**src/rtl/music_player_pkg.sv**
```systemverilog
// ----------------------------------------------------------------------------
// music_pkg : shared constants, note periods (50 MHz clk) and state type
// Rev 1.0
// ----------------------------------------------------------------------------
`default_nettype none

package music_pkg;

  localparam int ADDR_W    = 9;
  localparam int NOTE_W    = 33;
  localparam int SONG_LEN  = 384;
  localparam int REST_CODE = 2500;

  typedef enum logic [1:0] {
    IDLE  = 2'd0,
    FETCH = 2'd1,
    PLAY  = 2'd2,
    DONE  = 2'd3
  } state_e;

  // Full-period lengths in clk cycles; D* is the octave below M*, H*/HH* above.
  localparam logic [NOTE_W-1:0] D5  = 33'd255102;
  localparam logic [NOTE_W-1:0] D6  = 33'd227273;
  localparam logic [NOTE_W-1:0] D7  = 33'd202478;
  localparam logic [NOTE_W-1:0] M1  = 33'd191110;
  localparam logic [NOTE_W-1:0] M2  = 33'd170265;
  localparam logic [NOTE_W-1:0] M3  = 33'd151685;
  localparam logic [NOTE_W-1:0] M4  = 33'd143172;
  localparam logic [NOTE_W-1:0] M5  = 33'd127551;
  localparam logic [NOTE_W-1:0] M6  = 33'd113636;
  localparam logic [NOTE_W-1:0] M7  = 33'd101239;
  localparam logic [NOTE_W-1:0] H1  = 33'd95555;
  localparam logic [NOTE_W-1:0] H2  = 33'd85131;
  localparam logic [NOTE_W-1:0] H3  = 33'd75843;
  localparam logic [NOTE_W-1:0] H4  = 33'd71586;
  localparam logic [NOTE_W-1:0] H5  = 33'd63776;
  localparam logic [NOTE_W-1:0] H6  = 33'd56818;
  localparam logic [NOTE_W-1:0] H7  = 33'd50620;
  localparam logic [NOTE_W-1:0] HH1 = 33'd47778;
  localparam logic [NOTE_W-1:0] HH2 = 33'd42566;
  localparam logic [NOTE_W-1:0] M1S = 33'd180388;
  localparam logic [NOTE_W-1:0] M4S = 33'd135137;
  localparam logic [NOTE_W-1:0] M5S = 33'd120395;
  localparam logic [NOTE_W-1:0] H1S = 33'd90194;
  localparam logic [NOTE_W-1:0] H4S = 33'd67569;

endpackage

`default_nettype wire

```
**src/rtl/music_player_tone_gen.sv**
```systemverilog
// ----------------------------------------------------------------------------
// tone_gen : free-running period counter producing a 50 % duty square wave
// Rev 1.0
// ----------------------------------------------------------------------------
`default_nettype none

module tone_gen #(
  parameter int NOTE_W = music_pkg::NOTE_W
) (
  input  logic              clk,
  input  logic              rst_n,
  input  logic              clear,
  input  logic              enable,
  input  logic [NOTE_W-1:0] period,
  output logic              wave
);

  logic [NOTE_W-1:0] cnt_q;
  logic [NOTE_W-1:0] cnt_d;

  // A zero period simply parks the counter at 0.
  always_comb begin
    cnt_d = cnt_q;
    if (clear) begin
      cnt_d = '0;
    end else if (enable) begin
      if ((period == '0) || (cnt_q >= (period - 1'b1))) begin
        cnt_d = '0;
      end else begin
        cnt_d = cnt_q + 1'b1;
      end
    end
  end

  always_ff @(posedge clk or negedge rst_n) begin
    if (!rst_n) begin
      cnt_q <= '0;
    end else begin
      cnt_q <= cnt_d;
    end
  end

  assign wave = (cnt_q < (period >> 1));

endmodule

`default_nettype wire

```
**src/rtl/music_player.sv**
```systemverilog
// ----------------------------------------------------------------------------
// music_player : steps a song ROM once per beat and drives a square-wave buzzer.
// Define MUSIC_PLAYER_ARTIC_EN to silence the tail of every beat.  Rev 1.0
// ----------------------------------------------------------------------------
`default_nettype none

module music_player #(
  parameter int BEAT_CYCLES = 12_500_000,
  parameter int ROM_LAT     = 1,
  parameter int ADDR_W      = music_pkg::ADDR_W,
  parameter int NOTE_W      = music_pkg::NOTE_W,
  parameter int SONG_LEN    = music_pkg::SONG_LEN,
  parameter int REST_CODE   = music_pkg::REST_CODE
`ifdef MUSIC_PLAYER_ARTIC_EN
  ,
  parameter int ARTIC_CYCLES = BEAT_CYCLES / 16
`endif
) (
  input  logic              clk,
  input  logic              rst_n,
  input  logic              start,
  input  logic              stop,
  input  logic              loop_en,
  input  logic [NOTE_W-1:0] rom_note,
  output logic [ADDR_W-1:0] rom_addr,
  output logic              buzzer,
  output logic              playing,
  output logic              done
);

  import music_pkg::*;

  localparam int                 BEAT_W    = (BEAT_CYCLES > 1) ? $clog2(BEAT_CYCLES) : 1;
  localparam logic [BEAT_W-1:0]  BEAT_LAST = BEAT_W'(BEAT_CYCLES - 1);
  localparam logic [BEAT_W-1:0]  LATCH_AT  = BEAT_W'(ROM_LAT);
  localparam logic [ADDR_W-1:0]  ADDR_LAST = ADDR_W'(SONG_LEN - 1);
  localparam logic [NOTE_W-1:0]  REST_N    = NOTE_W'(REST_CODE);

  state_e            state_q, state_d;
  logic [ADDR_W-1:0] addr_q,  addr_d;
  logic [BEAT_W-1:0] beat_q,  beat_d;
  logic [NOTE_W-1:0] note_q,  note_d;
  logic              tone_clear;
  logic              tone_wave;
  logic              beat_end;
  logic              gap;

  assign beat_end = (beat_q == BEAT_LAST);

  always_comb begin
    state_d    = state_q;
    addr_d     = addr_q;
    beat_d     = beat_q;
    note_d     = note_q;
    tone_clear = 1'b0;

    if (stop) begin
      state_d = IDLE;
      addr_d  = '0;
      beat_d  = '0;
    end else begin
      case (state_q)
        IDLE: begin
          if (start) begin
            state_d    = FETCH;
            addr_d     = '0;
            beat_d     = '0;
            note_d     = '0;
            tone_clear = 1'b1;
          end
        end

        FETCH, PLAY: begin
          beat_d = beat_end ? '0 : beat_q + 1'b1;
          // The ROM word for addr_q is valid once ROM_LAT edges have passed.
          if ((state_q == FETCH) && (beat_q == LATCH_AT)) begin
            note_d     = rom_note;
            tone_clear = 1'b1;
            if (rom_note == '0) begin
              if (loop_en) begin
                state_d = FETCH;
                addr_d  = '0;
                beat_d  = '0;
              end else begin
                state_d = DONE;
                beat_d  = '0;
              end
            end else begin
              state_d = PLAY;
            end
          end else if (beat_end) begin
            state_d = FETCH;
            if (addr_q == ADDR_LAST) begin
              addr_d = '0;
              if (!loop_en) begin
                state_d = DONE;
              end
            end else begin
              addr_d = addr_q + 1'b1;
            end
          end
        end

        DONE: begin
          state_d = IDLE;
          addr_d  = '0;
          beat_d  = '0;
        end

        default: begin
          state_d = IDLE;
        end
      endcase
    end
  end

  always_ff @(posedge clk or negedge rst_n) begin
    if (!rst_n) begin
      state_q <= IDLE;
      addr_q  <= '0;
      beat_q  <= '0;
      note_q  <= '0;
    end else begin
      state_q <= state_d;
      addr_q  <= addr_d;
      beat_q  <= beat_d;
      note_q  <= note_d;
    end
  end

  tone_gen #(
    .NOTE_W (NOTE_W)
  ) u_tone_gen (
    .clk    (clk),
    .rst_n  (rst_n),
    .clear  (tone_clear),
    .enable (playing),
    .period (note_q),
    .wave   (tone_wave)
  );

`ifdef MUSIC_PLAYER_ARTIC_EN
  assign gap = (ARTIC_CYCLES > 0) && (int'(beat_q) >= (BEAT_CYCLES - ARTIC_CYCLES));
`else
  assign gap = 1'b0;
`endif

  assign rom_addr = addr_q;
  assign playing  = (state_q == FETCH) || (state_q == PLAY);
  assign done     = (state_q == DONE);
  // A latched 0 (first fetch after start, or a looped song end) is silent like a rest.
  assign buzzer   = playing && (note_q != '0) && (note_q != REST_N) && tone_wave && !gap;

endmodule

`default_nettype wire

```
**config.mk**
```make
export PLATFORM = sky130hd
export DESIGN_NAME = music_player
export DESIGN_NICKNAME = d
export VERILOG_FILES = /design/src/rtl/music_player_pkg.sv /design/src/rtl/music_player_tone_gen.sv /design/src/rtl/music_player.sv
export SDC_FILE = /design/constraint.sdc
export NUM_CORES = 1
export LEC_CHECK = 0
export ABC_AREA = 0
export CORE_MARGIN = 2
export CORE_UTILIZATION = 35
export CTS_BUF_LIST = sky130_fd_sc_hd__clkbuf_2 sky130_fd_sc_hd__clkbuf_4 sky130_fd_sc_hd__clkbuf_8
export DETAILED_ROUTE_END_ITERATION = 10
export PLACE_DENSITY_LB_ADDON = 0.25
export SYNTH_ARGS = -nofsm -noshare
export SYNTH_HDL_FRONTEND = slang
export SYNTH_SLANG_ARGS = --single-unit
export TNS_END_PERCENT = 5
```
**constraint.sdc**
```tcl
create_clock -name clk -period 5.5 [get_ports clk]
set_input_delay 1.1 -clock clk [delete_from_list [all_inputs] [get_ports clk]]
set_output_delay 1.1 -clock clk [all_outputs]
set_load 0.01 [all_outputs]
```
# [Word-level counts from Yosys, hierarchy flattened]
# Index checks and enable logic that the tools add are counted.
[classes] addsub=4 n_mul=0 div=0 magnitude_cmp=2 eq_ne=13 n_shift=0 muxes=32 bitwise_logic=1 n_reduce_logical=16
[op_table] cell="33-bit two-way mux" n=5
[op_table] cell="24-bit two-way mux" n=5
[op_table] cell="24-bit one-hot mux with 3 select lines" n=1
[op_table] cell="33-bit logical NOT" n=2
[op_table] cell="33-bit one-hot mux with 2 select lines" n=1
[op_table] cell="9-bit two-way mux" n=7
[op_table] cell="33-bit by 1-bit adder with 33-bit output, second input constant" n=1
[op_table] cell="33-bit greater-or-equal comparator" n=1
[op_table] cell="33-bit by 32-bit < comparator with 1-bit output" n=1
[op_table] cell="33-bit by 12-bit inequality test with 1-bit output, second input constant" n=1
[op_table] cell="33-bit nonzero test" n=1
[op_table] cell="33-bit by 1-bit subtractor with 33-bit output, second input constant" n=1
[op_table] cell="9-bit one-hot mux with 3 select lines" n=1
[op_table] cell="24-bit by 1-bit adder with 24-bit output, second input constant" n=1
[op_table] cell="24-bit by 1-bit equality test with 1-bit output, second input constant" n=1
[op_table] cell="24-bit equality test, second input constant" n=1
[op_table] cell="2-bit two-way mux" n=7
[op_table] cell="4-bit inequality test, second input constant" n=3
[op_table] cell="9-bit by 1-bit adder with 9-bit output, second input constant" n=1
[op_table] cell="9-bit equality test, second input constant" n=1
[op_table] cell="4-bit AND reduction" n=2
[op_table] cell="2-bit one-hot mux with 3 select lines" n=1
[op_table] cell="2-bit equality test, second input constant" n=2
[op_table] cell="1-bit logical AND" n=4
[op_table] cell="other kinds (11)" n=16
[totals] ff_bits=101 latch_bits=0 mem_bits_rw=0 romBits=0 mem_count=0

# [Depth between registers and ports, before layout]
# Gate-level depths: netlist (run 1).
[logic_depth] word_depth=6 mapped_depth=17 depth_no_buf=16

# [Cells and area by module]
# Synthesis (run 1) repeated with hierarchy kept, for this count alone.
[unflattened] cells_unflattened=945 area_unflattened_um2=7946.4
[modules_own_cells] mod="tone_gen" instances=1 cells_per_inst=519 area_each_um2=4232.8 seq_area_each_um2=825.8
[modules_own_cells] mod="music_player" instances=1 cells_per_inst=426 area_each_um2=3713.6 seq_area_each_um2=1701.6

# [Least setup slack after synthesis (run 1)]
# OpenSTA, ideal clock, no wires.
[synth_path] path_kind="register to register" from="register note_q[4]" to="register u_tone_gen.cnt_q[22]" setup_time_ns=0.092 arrival_ns=3.926 required_ns=5.408 setup_slack_ns=1.482 stages_incl_launch_ff=17 n_path_buf=1 synth_period_minus_slack_ns=4.018 cell_sequence="dfrtp_1 > nor3_2 > nand4_1 > or4_4 > nor3_2 > nand2_1 > nor4_2 > xnor2_1 > ha_1 > a21o_1 > a21o_1 > a211oi_1 > nand3_1 > or4b_4 > buf_2 > o2bb2a_1 > o31ai_2"
[synth_between] elab_chain_len=6 elab_cells_between_ends=7 cone_classes="1 x add/sub; 1 x order compare; 3 x mux; 2 x reduce/logical"
[synth_lines] item="from (decl)" line_no="music_player.sv:42" source="logic [NOTE_W-1:0] note_q, note_d;"
[synth_lines] item="from (signal assigned)" line_no="music_player.sv:127" source="note_q <= note_d;"
[synth_lines] item="33-bit by 1-bit subtractor with 33-bit output" line_no="music_player_tone_gen.sv:27" source="if ((period == '0) || (cnt_q >= (period - 1'b1))) begin"
[synth_lines] item="33-bit greater-or-equal comparator" line_no="music_player_tone_gen.sv:27"
[synth_lines] item="1-bit logical OR *" line_no="music_player_tone_gen.sv:27"
[synth_lines] item="33-bit two-way mux *" line_no="music_player_tone_gen.sv:27"
[synth_lines] item="33-bit two-way mux *" line_no="music_player_tone_gen.sv:26" source="end else if (enable) begin"
[synth_lines] item="33-bit two-way mux *" line_no="music_player_tone_gen.sv:24" source="if (clear) begin"
[synth_lines] item="to (signal assigned)" line_no="music_player_tone_gen.sv:39" source="cnt_q <= cnt_d;"
[synth_lines] item="to (decl)" line_no="music_player_tone_gen.sv:18" source="logic [NOTE_W-1:0] cnt_q;"
# Mark *: on every way between the ends. The rest lies on a longest branch, timed or not. The select of a mux whose other input is x is not followed.
# A chain may end at the register's enable or synchronous reset.

# [Worst setup path after layout (run 1)]
[layout_path] from="register note_q[0]" to="register u_tone_gen.cnt_q[22]"
# The elaborated chain is that of the path after synthesis.

==> results of run 1 <==
## critical path, cell delays in order (launching register included)
cell and delay [ns]:
dfrtp_1 0.42, inv_1 0.10, ha_1 0.20, nor2b_1 0.24, nand4_1 0.30, nor3_1 0.46
and2_1 0.28, nor2b_1 0.18, xnor2_1 0.13, ha_1 0.26, a21o_1 0.17, a21o_1 0.17
a211oi_1 0.22, nand3_1 0.10, or4b_4 0.68, nand2b_1 0.39, o31ai_2 0.28
## sequential cells by signal (all words and copies together) (netlist names)
| name | count |
|---|---|
| note_q | 33 |
| u_tone_gen.cnt_q | 33 |
| beat_q | 24 |
| rom_addr | 9 |
| state_q | 2 |
## area by class of cell
| cell class | count | area (um^2) |
|---|---|---|
| Clock inverter | 7 | 70.1 |
| Timing Repair Buffer | 57 | 548 |
| Fill cell | 2053 | 12000 |
| Tap cell | 270 | 338 |
| Sequential cell | 101 | 2530 |
| Multi-Input combinational cell | 636 | 4410 |
| Clock buffer | 9 | 124 |
| Inverter | 44 | 165 |
## synthesized netlist by cell type (3+ instances only)
cell type / number / share of area, %
nor4_1: 21 / 1.8
nand3_1: 35 / 2.4
nand2_1: 62 / 3.2
a21oi_1: 26 / 1.8
dfrtp_1: 101 / 35
nand2b_1: 12 / 1.0
clkbuf_1: 11 / 0.58
o21ai_0: 53 / 3.7
nor2_1: 65 / 3.4
xnor2_1: 41 / 5.0
a21o_1: 16 / 1.7
or3_1: 4 / 0.35
and2_1: 9 / 0.78
buf_2: 10 / 0.70
o41ai_1: 3 / 0.37
or4_1: 6 / 0.63
o31ai_1: 3 / 0.31
ha_1: 72 / 13
nor2b_1: 14 / 1.2
nor3_2: 5 / 0.70
nor3_1: 23 / 1.6
a211oi_1: 4 / 0.42
o21ai_1: 9 / 0.63
xor2_1: 12 / 1.5
nor4_2: 4 / 0.70
and3_1: 13 / 1.1
o2bb2ai_1: 3 / 0.37
inv_1: 44 / 2.3
a22o_1: 48 / 5.9
nand4_1: 31 / 2.7
nor3b_1: 3 / 0.31
and4_1: 6 / 0.73
## power by group
group / total, mW / internal (mW) / switching, mW
Combinational: 2.13 / 0.894 / 1.23
Clock: 0.492 / 0.177 / 0.315
Sequential: 0.903 / 0.804 / 0.0987
Total: 3.52 / 1.87 / 1.65
## routing by layer
metal	routed length (um)	vias up
met4	254	0
met1	8940	2837
met2	8380	100
li1	-	3043
met5	0	-
met3	641	19
## worst paths after layout
kind                                         to  slack [ns]  cells past startpoint
min in group asynchronous   u_tone_gen.cnt_q[2]        0.73                      1
setup / recovery           u_tone_gen.cnt_q[22]        0.83                     16
hold / removal                      rom_addr[8]        0.52                      1
max in group asynchronous           rom_addr[5]        3.66                      2
setup reg to reg           u_tone_gen.cnt_q[22]        0.83                     16
hold reg to reg                     rom_addr[8]        0.52                      1
## cell families after synthesis
logic type | count (synthesis)
AND/OR/NAND/NOR | 325
AO/OA/AOI/OAI | 184
flip-flops | 101
XOR/XNOR | 53
buffers and inverters | 65
adder cells (fa/ha/maj) | 72
multiplexers | 2
==> flow_summary.ini, run 1 <==
[logic_synthesis]
synth.distinct_cells = 59
ys_seq_area_share_pct = 35.2
synth_top_family_by_area = simple AND/OR/NAND/NOR gates
netlist_area_um2 = 7180
synth_area_per_cell_um2 = 8.95
yosys_most_used_dff = dfrtp_1
yosysWarnings = 0
synth_fa_ha_area_share_pct = 12.5
async_flop_share_pct = 100
synth-xor-area-share_pct = 6.46
synth_compound_area_share_pct = 17.6
synthMuxAreaShare_pct = 0.296
syn_nets = 912
synth_seq_cells = 101
synthCells = 802
synth-simple-area-share_pct = 24.3
synth-edff-count = 0

[global_routing]
grt_pass1_vias = 5785
busiest_layer = met2
grt_util_met2_pct = 28.0
grt_overflow_total = 0
groute.usage.overall_pct = 17.5
antenna_found_initial = 0
grt_util_met1_pct = 24.4
grt_pass1_wl_um = 30400
met3_usage_pct = 3.48
grt_max_degree = 53

[timing]
min_period_ns = 4.67
setup-tns-final_ns = 0
timing_worst_slew_pin_value_ns = 1.13
setup_ws_ns = 0.833
slew_violations = 0
setup_viol = 0
timing.hold.ws_ns = 0.524
relSlewSlack_pct = 24.9
skew_ns = 0.0137
hold_viol_final = 0
rsz0062_at_grt = no
fin_crit_sh_pct = 84.8
fmax_ghz = 0.214

[worst_hold_path]
min_path_type = reg2reg
min_from = rom_addr[8]

[setup_path]
cp_max_fo = 24
critPathKind = reg2reg
start_kind = flop
worstPathRequired_ns = 5.80
end_kind = flop
r2r_start = note_q[0]
crit_path_start = note_q[0]
critPathArrivalTime_ns = 4.97

[final_layout]
mostFrequentLayoutCell = dfrtp_1
area_growth_pct = 13.9
antennaDiodeCount = 0
fin_area_um2 = 8180
mostFrequentLayoutCells = 101 x dfrtp_1, 72 x ha_1, 65 x nor2_1
nets = 959
final_cell_count_no_fill = 1124
drive_gt1_share_pct = 5.50
postLayoutCoreUtil_pct = 40.6

[detailed_routing]
avgRoutedWirePerCell_um = 16.2
wl_um = 18200
drt_iter0_drc = 317
dr.pass1.iters = 5
drc = 0
vias = 5999
antenna_left = 0
avgViaCountPerCell = 5.34

[clock_network]
cts_setup_buffers = 0
clockBufferDepth = 2
cts-htree-levels = 3
cts_hold_buffers = 0
root_buffer = clkbuf_8
clk-insertion-delay-late_ns = 0.39
post_cts_resized = 0
cts.clk_slew.worst_paths_ns = 0.11
cts_sinks = 101
tritoncts = yes
cts_made_buffers = 9

[floorplan]
dieArea_um2 = 21700
die_h_um = 147
die_x_um = 147
num_rows = 52
pin_count = 50
start_util_pct = 35.6
fp.coreArea_um2 = 20200

[power]
powerDensity_nw_per_um2 = 430
ir_drop_mv = 0.311
power_mw = 3.52
leakage_nw = 3.57

[place]
place_inst = 1108
placed_cell_area_um2 = 7990
dp_slack_ns = 0.872
portBuffers = 49
gp_congestion = 0.829
dp_hpwl_um = 13900

[job]
cap_violations = 0

[status]
status = finished, final reports clean
Power figures use the tool's default switching activity.
==> run 2: changes to the inputs <==
- clock period: 5.5 -> 4.75 ns (I/O delays scaled with it)
==> run 2 against run 1 <==
Effect of this change:
- critical path depth decreased by 2
- first-iteration DRC count down 28%
- non-clock buffer count increased by 7
- global-route usage rose by 0.37 points
- final area increased by 0.49%
- fmax grew 5.0%
- sequential power up 15%
- register-to-register slack got worse by 0.53 ns
- count of clock-buffer cells in the layout stayed put
- worst hold slack worse by 0.0082 ns
- critical path type unchanged
- critical endpoint unchanged
- largest power group unchanged
==> flow_summary.ini, run 2 (same netlist as run 1, synthesis figures left out) <==
[detailed_routing]
antenna_left = 0
drt_iter0_drc = 229
vias = 6066
avgRoutedWirePerCell_um = 16.3
dr.pass1.iters = 4
avgViaCountPerCell = 5.36
wl_um = 18400
drc = 0

[clock_network]
post_cts_resized = 0
cts_setup_buffers = 0
cts-htree-levels = 3
cts_made_buffers = 9
clockBufferDepth = 2
cts_hold_buffers = 0
cts_sinks = 101
tritoncts = yes
clk-insertion-delay-late_ns = 0.40
root_buffer = clkbuf_8
cts.clk_slew.worst_paths_ns = 0.11

[timing]
rsz0062_at_grt = no
slew_violations = 0
timing.hold.ws_ns = 0.516
timing_worst_slew_pin_value_ns = 1.22
min_period_ns = 4.44
fmax_ghz = 0.225
relSlewSlack_pct = 18.1
hold_viol_final = 0
setup_ws_ns = 0.306
setup_viol = 0
setup-tns-final_ns = 0
fin_crit_sh_pct = 93.5
skew_ns = 0.0160

[setup_path]
critPathKind = reg2reg
critPathArrivalTime_ns = 4.75
start_kind = flop
cp_max_fo = 16
path_cells = or4_1 > or4_4 > nor3_2 > nand2_1 > nor4_2 > xnor2_1 > ha_1 > a21o_1 > a21o_1 > a211oi_1 > nand3_1 > or4b_4 > nand2b_1 > o31ai_2
worstPathRequired_ns = 5.06
path_common_cell = a21o_1
max_stage_delay_ns = 0.65
end_kind = flop
slowest_stage = or4b_4

[global_routing]
grt_pass1_wl_um = 31300
groute.usage.overall_pct = 17.8
met3_usage_pct = 3.04
grt_max_degree = 70
grt_overflow_total = 0
grt_util_met2_pct = 29.6
busiest_layer = met2
grt_pass1_vias = 6101
grt_util_met1_pct = 24.3
antenna_found_initial = 0

[floorplan]
die_h_um = 147
pin_count = 50
start_util_pct = 35.6
fp.coreArea_um2 = 20200
num_rows = 52
die_x_um = 147
dieArea_um2 = 21700

[final_layout]
antennaDiodeCount = 0
mostFrequentLayoutCells = 101 x dfrtp_1, 72 x ha_1, 65 x nor2_1
nets = 966
drive_gt1_share_pct = 6.27
top_regs = note_q x33, u_tone_gen.cnt_q x33, beat_q x24
area_growth_pct = 14.5
mostFrequentLayoutCell = dfrtp_1

[place]
dp_slack_ns = 0.368
gp_congestion = 0.829
portBuffers = 49
dp_hpwl_um = 14100

[worst_hold_path]
min_path_type = reg2reg

[power]
ir_drop_mv = 0.260
leakage_nw = 3.60
powerDensity_nw_per_um2 = 504
power_mw = 4.14

[job]
cap_violations = 0

[status]
status = finished, final reports clean
-- run 2: metrics by stage --
| step | cell area, um^2 | cells | util, % |
|---|---|---|---|
| after floorplan | 7180 | 802 | - |
| after global placement | 8040 | 1115 | 39.9 |
| after detailed placement | 8040 | 1115 | 39.9 |
| after CTS | 8220 | 1131 | 40.8 |
| after global routing | 8220 | 1131 | 40.8 |
| final | 8220 | 1131 | 40.8 |
-- run 2: cell type report --
cell class,count,area [um^2]
fill,2039,11900
multi-input combinational,636,4410
sequential,101,2530
timing repair buffer,64,601
tap,270,338
inverter,44,165
clock buffer,9,124
clock inverter,7,57.6
-- run 2: report_power, final --
part | switching, mW | internal, mW
Sequential | 0.113 | 0.931
Combinational | 1.46 | 1.10
Clock | 0.339 | 0.198
-- run 2: path summary, 6_finish.rpt --
kind	end	start	cells after the start	slack [ns]
setup / recovery	u_tone_gen.cnt_q[22]	note_q[16]	14	0.31
hold / removal	rom_addr[8]	rom_addr[8]	1	0.52
setup reg to reg	u_tone_gen.cnt_q[22]	note_q[16]	14	0.31
hold reg to reg	rom_addr[8]	rom_addr[8]	1	0.52
max in group asynchronous	note_q[29]	rst_n	2	3.12
min in group asynchronous	u_tone_gen.cnt_q[3]	rst_n	1	0.66
-- run 2: metal layers --
metal	wire, um	vias to the layer above	share of wire [%]
met5	0	-	0
met4	297	0	1.6
met3	548	21	3.0
met2	8670	83	47
met1	8870	2895	48
li1	-	3067	-
-- run 2: worst max-delay path, delay by kind of cell, from the launching register on --
kind / cells / cell delay, ns
simple gates: 8 / 2.76
fa+ha+maj: 1 / 0.18
flops: 1 / 0.45
xor+xnor: 1 / 0.10
compound gates: 4 / 0.87
==> run 3: changes to the inputs <==
- CTS_CLUSTER_DIAMETER: default -> 100
==> results of run 3 <==
Same layout as run 2: the final DEF is identical, and so are final timing and power.
